File: src/rtl/lifo_arb_ctrl.sv
// Round-robin arbiter that shares one single-port LIFO stack among CLIENTS push/pop
// requesters. It tracks occupancy with a shadow count and inserts a turnaround bubble at full or empty.
module lifo_arb_ctrl #(
  parameter int DWIDTH  = 8,
  parameter int AWIDTH  = 4,
  parameter int CLIENTS = 2
) (
  input  logic                      clk_i,
  input  logic                      srst_i,
  input  logic [CLIENTS-1:0]        push_valid_i,
  input  logic [CLIENTS*DWIDTH-1:0] push_data_i,
  output logic [CLIENTS-1:0]        push_ready_o,
  input  logic [CLIENTS-1:0]        pop_req_i,
  output logic [CLIENTS-1:0]        pop_gnt_o,
  output logic [CLIENTS-1:0]        pop_valid_o,
  output logic [DWIDTH-1:0]         pop_data_o,
  output logic                      lifo_wrreq_o,
  output logic [DWIDTH-1:0]         lifo_data_o,
  output logic                      lifo_rdreq_o,
  input  logic [DWIDTH-1:0]         lifo_q_i,
  output logic [AWIDTH:0]           usedw_o
);

  // last_op  | meaning
  // OP_IDLE  | no grant last cycle, so no bubble applies
  // OP_WRITE | push granted last cycle, so a pop is blocked while full
  // OP_READ  | pop granted last cycle, so a push is blocked while empty

  localparam int CW = (CLIENTS > 1) ? $clog2(CLIENTS) : 1;
  localparam logic [AWIDTH:0] DEPTH   = {1'b1, {AWIDTH{1'b0}}};
  localparam logic [CW:0]     NCL     = (CW+1)'(CLIENTS);
  localparam logic [CW-1:0]   LAST_CL = CW'(CLIENTS - 1);

  typedef enum logic [1:0] {OP_IDLE, OP_WRITE, OP_READ} op_e;

  op_e                last_op;
  logic [AWIDTH:0]    cnt;
  logic [CW-1:0]      rr_ptr;
  logic [CW-1:0]      win;
  logic [CW-1:0]      scan_idx;
  logic [CW:0]        scan_sum;
  logic               found;
  logic               win_pop;
  logic               push_ok;
  logic               pop_ok;
  logic               push_gnt;
  logic               pop_gnt;
  logic [CLIENTS-1:0] push_elig;
  logic [CLIENTS-1:0] pop_elig;
  logic [CLIENTS-1:0] pop_pipe;

  assign push_ok   = (cnt < DEPTH) && !(last_op == OP_READ && cnt == '0);
  assign pop_ok    = (cnt != '0) && !(last_op == OP_WRITE && cnt == DEPTH);
  assign push_elig = push_valid_i & {CLIENTS{push_ok}};
  assign pop_elig  = pop_req_i & {CLIENTS{pop_ok}};

  // The scan starts at rr_ptr and wraps. The first client with any eligible request wins.
  always_comb begin
    found    = 1'b0;
    win      = '0;
    win_pop  = 1'b0;
    scan_sum = '0;
    scan_idx = '0;
    for (int i = 0; i < CLIENTS; i++) begin
      scan_sum = {1'b0, rr_ptr} + (CW+1)'(i);
      if (scan_sum >= NCL) scan_sum = scan_sum - NCL;
      scan_idx = scan_sum[CW-1:0];
      if (!found && (push_elig[scan_idx] || pop_elig[scan_idx])) begin
        found   = 1'b1;
        win     = scan_idx;
        win_pop = pop_elig[scan_idx];
      end
    end
  end

  always_comb begin
    push_ready_o = '0;
    pop_gnt_o    = '0;
    if (found && !srst_i) begin
      if (win_pop) pop_gnt_o[win] = 1'b1;
      else         push_ready_o[win] = 1'b1;
    end
  end

  assign push_gnt = |push_ready_o;
  assign pop_gnt  = |pop_gnt_o;

  always_ff @(posedge clk_i) begin
    if (srst_i) begin
      cnt          <= '0;
      last_op      <= OP_IDLE;
      rr_ptr       <= '0;
      lifo_wrreq_o <= 1'b0;
      lifo_rdreq_o <= 1'b0;
      lifo_data_o  <= '0;
      pop_pipe     <= '0;
      pop_valid_o  <= '0;
    end else begin
      lifo_wrreq_o <= push_gnt;
      lifo_rdreq_o <= pop_gnt;
      // The client id rides alongside the read, so it is aligned with q one cycle after rdreq.
      pop_pipe     <= pop_gnt_o;
      pop_valid_o  <= pop_pipe;
      if (push_gnt) begin
        lifo_data_o <= push_data_i[win*DWIDTH +: DWIDTH];
        cnt         <= cnt + (AWIDTH+1)'(1);
        last_op     <= OP_WRITE;
      end else if (pop_gnt) begin
        cnt         <= cnt - (AWIDTH+1)'(1);
        last_op     <= OP_READ;
      end else begin
        last_op     <= OP_IDLE;
      end
      if (found) rr_ptr <= (win == LAST_CL) ? '0 : win + CW'(1);
    end
  end

  assign usedw_o    = cnt;
  assign pop_data_o = (|pop_valid_o) ? lifo_q_i : '0;

endmodule

File: config.mk
export PLATFORM = sky130hd
export DESIGN_NAME = lifo_arb_ctrl
export DESIGN_NICKNAME = d
export VERILOG_FILES = /design/src/rtl/lifo_arb_ctrl.sv
export SDC_FILE = /design/constraint.sdc
export NUM_CORES = 1
export LEC_CHECK = 0
export CORE_ASPECT_RATIO = 2
export CORE_UTILIZATION = 42
export DETAILED_ROUTE_END_ITERATION = 12
export GPL_TIMING_DRIVEN = 0
export PLACE_DENSITY = 0.85
export SLEW_MARGIN = 20
export SYNTH_ARGS = -nofsm -noshare
export SYNTH_HDL_FRONTEND = slang
export SYNTH_SLANG_ARGS = --single-unit
export TNS_END_PERCENT = 30
File: constraint.sdc
create_clock -name clk_i -period 6.1 [get_ports clk_i]
set_input_delay 0.61 -clock clk_i [delete_from_list [all_inputs] [get_ports clk_i]]
set_output_delay 0.61 -clock clk_i [all_outputs]
set_load 0.005 [all_outputs]
# Word-level counts from Yosys, hierarchy flattened
# Index checks and enable logic that the tools add are counted.
[classes] bitwise=2 shifts=1 eq_ne=3 n_mux=28 order_cmp=7 reduce_logical=20 add_sub_neg=6
[op_table] op="1-bit two-way mux" n=19
[op_table] op="16-bit by 5-bit indexed part select with 8-bit output" n=1
[op_table] op="2-bit two-way mux" n=5
[op_table] op="5-bit two-way mux" n=2
[op_table] op="8-bit two-way mux" n=1
[op_table] op="1-bit logical AND" n=7
[op_table] op="1-bit by 2-bit less-than comparator with 1-bit output (second input constant)" n=3
[op_table] op="2-bit OR reduction" n=3
[op_table] op="5-bit by 1-bit adder with 5-bit output (second input constant)" n=1
[op_table] op="5-bit == test (second input constant)" n=1
[op_table] op="5-bit logical NOT" n=1
[op_table] op="5-bit less-than comparator (second input constant)" n=1
[op_table] op="5-bit nonzero test" n=1
[op_table] op="5-bit by 1-bit subtractor with 5-bit output (second input constant)" n=1
[op_table] op="2-bit AND" n=2
[op_table] op="1-bit logical NOT" n=4
[op_table] op="3-bit OR reduction" n=1
[op_table] op="1-bit by 1-bit adder with 2-bit output (second input constant)" n=1
[op_table] op="2-bit by 1-bit == test with 1-bit output (second input constant)" n=1
[op_table] op="2-bit == test (second input constant)" n=1
[op_table] op="1-bit by 2-bit >= comparator with 1-bit output (second input constant)" n=1
[op_table] op="2-bit >= comparator (second input constant)" n=1
[op_table] op="1-bit logical OR" n=2
[op_table] op="2-bit nonzero test" n=1
[op_table] op="4 further kinds" n=5
[word_totals] reg_bits=22 elab_cells=76 out_inout_bits=29

# Longest topological paths before layout
[depth] depth_word=21 mapped_depth=13 depth_no_buf=12

# Worst setup path after synthesis
# Ideal clock, no wire load.
[synth_path] path_type="flip-flop to flip-flop" from="register cnt[0] (netlist: usedw_o[0])" to="register cnt[4] (netlist: usedw_o[4])" path_stages_with_launch=13 t_required_ns=6.029 arrival_time_ns=2.970 path_slack_ns=3.059 setup_ns=0.071 cell_sequence="dfxtp_1 > or4_4 > o221a_4 > o21ai_4 > nor3b_2 > buf_4 > inv_1 > ha_1 > a21o_1 > a21oi_1 > xnor2_1 > or3_1 > a21oi_1"
[synth_via] elab_chain_len=20 elab_cells_between_ends=47
[synth_lines] item="from (decl)" line="37" rtl="logic [AWIDTH:0] cnt;"
[synth_lines] item="from (signal assigned)" line="106" rtl="cnt <= cnt + (AWIDTH+1)'(1);"
[synth_lines] item="from (signal assigned)" line="109" rtl="cnt <= cnt - (AWIDTH+1)'(1);"
[synth_lines] item="parallel branches: the longest is 17 deep, another holds 5-bit less-than comparator"
[synth_lines] item="2-bit two-way mux (*)" line="79" rtl="if (found && !srst_i) begin"
[synth_lines] item="2-bit OR reduction (*)" line="85" rtl="assign push_gnt = |push_ready_o;"
[synth_lines] item="net push_gnt" line="46" rtl="logic push_gnt;"
[synth_lines] item="5-bit two-way mux / 2-bit nonzero test (equally long branches)"
# Mark *: on every way through the listed nets, which the timed path passes. The select of a mux whose other input is x is not followed.
# A chain may end at the register's enable or synchronous reset.

# Worst setup path after layout
[layout_path] from="input port push_valid_i[0]" to="output port pop_gnt_o[0]"
[layout_via] elab_chain_len=14 elab_cells_between_ends=23
[layout_lines] item="from (decl)" line="10" rtl="input logic [CLIENTS-1:0] push_valid_i,"
[layout_lines] item="2-bit AND (*)" line="54" rtl="assign push_elig = push_valid_i & {CLIENTS{push_ok}};"
[layout_lines] item="1-bit two-way mux (not written as such) (2 in series)" line="68" rtl="if (!found && (push_elig[scan_idx] || pop_elig[scan_idx])) begin"
[layout_lines] item="1-bit logical OR" line="68"
[layout_lines] item="1-bit two-way mux" line="68"
[layout_lines] item="1-bit logical NOT" line="68"
[layout_lines] item="1-bit logical AND" line="68"
[layout_lines] item="1-bit two-way mux" line="68"
[layout_lines] item="1-bit by 2-bit less-than comparator with 1-bit output (not written as such) / 1-bit >= comparator (equally long branches)" line="80" rtl="if (win_pop) pop_gnt_o[win] = 1'b1;"
[layout_lines] item="1-bit logical AND (not written as such)" line="80"
[layout_lines] item="1-bit two-way mux (not written as such)" line="80"
[layout_lines] item="1-bit demux with 1-bit select" line="80"
[layout_lines] item="2-bit two-way mux" line="80"
[layout_lines] item="2-bit two-way mux (*)" line="79"
[layout_lines] item="to (decl)" line="14" rtl="output logic [CLIENTS-1:0] pop_gnt_o,"
# Mark *: on every way between the ends. The rest lies on a longest branch, timed or not. The select of a mux whose other input is x is not followed.

==> results_dict.tcl <==
set metrics [dict create \
    grt_pass1_wl_mm 5.00 \
    period_share_pct 60.4 \
    netlist_area_um2 1160 \
    ys_seq_area_share_pct 36.3 \
    drv_slew 0 \
    synth_xor_area_share_pct 3.02 \
    synth.avg_cell_area_um2 9.27 \
    die_area_um2 2990 \
    status "complete, no violations" \
    grt.total_usage_pct 22.6 \
    comb_power_share_pct 61.5 \
    num_antenna_cells 0 \
    port-buffer-count 58 \
    switchingPower_w 0.000330 \
    fin_hold_ws_ps 454 \
    crit_fanout 5 \
    p_per_area_nw_per_um2 473 \
    fmax_mhz 271 \
    final_antenna_net_count 0 \
    synth_cell_type_count 35 \
    required_ps 5490 \
    synth_fp_nets 159 \
    grt_overflow 0 \
    worstSetupEndpointType "primary output" \
    cts_resized 0 \
    finalHoldViolCount 0 \
    ys_ff_latch 21 \
    hpwlAfterDp_mm 2.60 \
    cts_buffer_depth 2 \
    cts.sinks 21 \
    synthAdderAreaFrac_pct 4.97 \
    power_leakage_nw 0.707 \
    setup_tns_ps 0 \
    synth_top_family_by_area "simple AND/OR/NAND/NOR gates" \
    n_fill_cell 218 \
    period_needed_ps 3680 \
    post_cts_buffers 0 \
    wl_per_cell_um 14.4 \
    firstDrtPassIters 4 \
    dpl_worst_slack_ps 2380 \
    maxCapViolations 0 \
    start_util_pct 45.1 \
    drc 0 \
    total_power_w 0.000861 \
    cellInternalPower_w 0.000531 \
    htree_num_levels 1 \
    first_global_vias 1233 \
    antenna_found_initial 0 \
    worstHoldStart "pop_pipe[1]" \
    vias_per_cell 5.51 \
    fin_skew_ps 1.27 \
    cts-buffers-inserted 3 \
    die_width_um 39.1 \
    die_y_um 76.3 \
    multiInputGateArea_um2 666 \
    layout_common_cells "clkdlybuf4s50_1 (58), dfxtp_1 (21), inv_1 (14), nor2b_1 (12)" \
    synth.area.mux_share_pct 8.64 \
    rows 26 \
    synth_warnings 0 \
    crit_path_start "push_valid_i[0]" \
    hold_class "reg -> reg" \
    ir_worst_vdd_uv 277 \
    worst_slack_ps 2420 \
    drive_above_1_share_pct 6.95 \
    syn-instance-count 125 \
    seq_power_share_pct 28.0 \
    vias 1185 \
    pwr-share-clk_pct 10.5 \
    synth_top_area_share_pct 36.3 \
    synthToLayoutAreaGrowth_pct 57.1 \
    grt_max_degree 13 \
    drt-total-wl_mm 3.09 \
    stdcell_count 215 \
    worst_slew_pin_slew_ps 703 \
    cts_tree "built" \
    path_clk_slew_ps 70 \
    core_um2 2570 \
    synth_area_leaders "dfxtp_1 (36%), mux2i_1 (8.6%), a221oi_1 (7.6%)" \
    rsz0062_at_grt "false" \
    clock-root-buffer "clkbuf_8" \
    final_common_cell "clkdlybuf4s50_1" \
    clkLatencyLatePin_ps 260 \
    place_inst 211 \
    cp-start-kind "primary input" \
    ctsHoldBuffers 0 \
    worstSetupPathType "in -> out" \
    slew_headroom_pct 52.8 \
    drtIter0Drc 31 \
    nets 222 \
    r2r-start "usedw_o[1]" \
    synth_area_leader_cell "dfxtp_1" \
    synth_simple_gate_area_share_pct 21.2 \
    final-setup-viol-count 0 \
    place.gp.congestion 0.860 \
    ff_latch_area_um2 420 \
    p_sw_share_pct 38.3 \
    ios 59 \
    cp.arrival_ps 3070 \
    synth_compound_area_share_pct 19.7 \
]
-- synth_stat cells --
| cell | count |
|---|---|
| a211o_1 | 1 |
| a211oi_1 | 1 |
| a21o_1 | 1 |
| a21o_2 | 1 |
| a21oi_1 | 5 |
| a221oi_1 | 10 |
| a311oi_1 | 1 |
| and2_1 | 3 |
| buf_2 | 1 |
| buf_4 | 1 |
| clkbuf_1 | 2 |
| dfxtp_1 | 21 |
| fa_1 | 1 |
| ha_1 | 3 |
| inv_1 | 14 |
| mux2i_1 | 10 |
| nand2_1 | 1 |
| nand2b_1 | 2 |
| nor2_1 | 10 |
| nor2_8 | 1 |
| nor2b_1 | 12 |
| nor3_1 | 3 |
| nor3b_1 | 1 |
| nor3b_2 | 1 |
| nor4_1 | 3 |
| o2111ai_1 | 1 |
| o21ai_0 | 3 |
| o21ai_1 | 1 |
| o21ai_4 | 1 |
| o221a_4 | 1 |
| o41ai_1 | 1 |
| or2_2 | 1 |
| or3_1 | 1 |
| or4_4 | 1 |
| xnor2_1 | 4 |
-- sequential cells by signal, summed over array words and instances (netlist names) --
| register | cells |
|---|---|
| last_op | 1 |
| lifo_data_o | 8 |
| lifo_rdreq_o | 1 |
| lifo_wrreq_o | 1 |
| pop_pipe | 2 |
| pop_valid_o | 2 |
| rr_ptr | 1 |
| usedw_o | 5 |
-- critical path, cell delays in order --
cell and delay, ps:
clkdlybuf4s50_1 490, nor2b_1 230, a221oi_1 120, nor3_1 600, a21oi_1 220, nor4_1 250
clkdlybuf4s50_1 550
-- routing by layer --
layer	global-route usage [%]	wire length, µm	vias up	share of wire [%]
met5	0	0	-	0
met2	43.0	1760	56	57
met4	11.0	64	0	2.1
met1	19.0	984	549	32
met3	4.96	280	9	9.1
li1	-	-	571	-
-- layout make-up --
type / count / share of cell area [%]
multi-input cells: 86 / 36.6
plain buffers: 4 / 1.10
clock buffers: 3 / 2.27
flip-flops and latches: 21 / 23.1
well taps: 28 / 1.92
repair buffers: 58 / 31.9
inverters: 14 / 2.89
clock inverters: 1 / 0.275
-- stage by stage --
stage,cell area (µm²),utilization [%]
floorplan,1160,-
global placement,1770,69.0
detailed placement,1770,69.0
CTS,1820,70.8
global route,1820,70.8
finish,1820,70.8
-- power groups by stage --
| stage | sequential, W | combinational (W) | clock, W |
|---|---|---|---|
| after global placement | 0.000241 | 0.000515 | 0 |
| after floorplan | 0.000239 | 0.000323 | 0 |
| after CTS | 0.000242 | 0.000536 | 0.0000933 |
| final | 0.000241 | 0.000530 | 0.0000907 |
| after detailed placement | 0.000244 | 0.000534 | 0 |
| after global routing | 0.000250 | 0.000585 | 0.0000967 |
-- path summary, 6_finish.rpt --
| check | endpoint | slack, ps | cells after the start |
|---|---|---|---|
| setup / recovery | pop_gnt_o[0] | 2420 | 7 |
| setup reg to reg | usedw_o[4] | 2670 | 12 |
| hold reg to reg | pop_valid_o[1] | 450 | 1 |
| hold / removal | pop_valid_o[1] | 450 | 1 |
-- cell families after synthesis --
logic type / count (synthesis)
xor gates and xnor gates: 4
DFF: 21
buffers and inverters: 18
AOI/OAI and AO/OA: 28
adders and majority gates: 4
and+or+nand+nor: 40
muxes: 10
No activity file was read; power rests on OpenSTA's default activity.
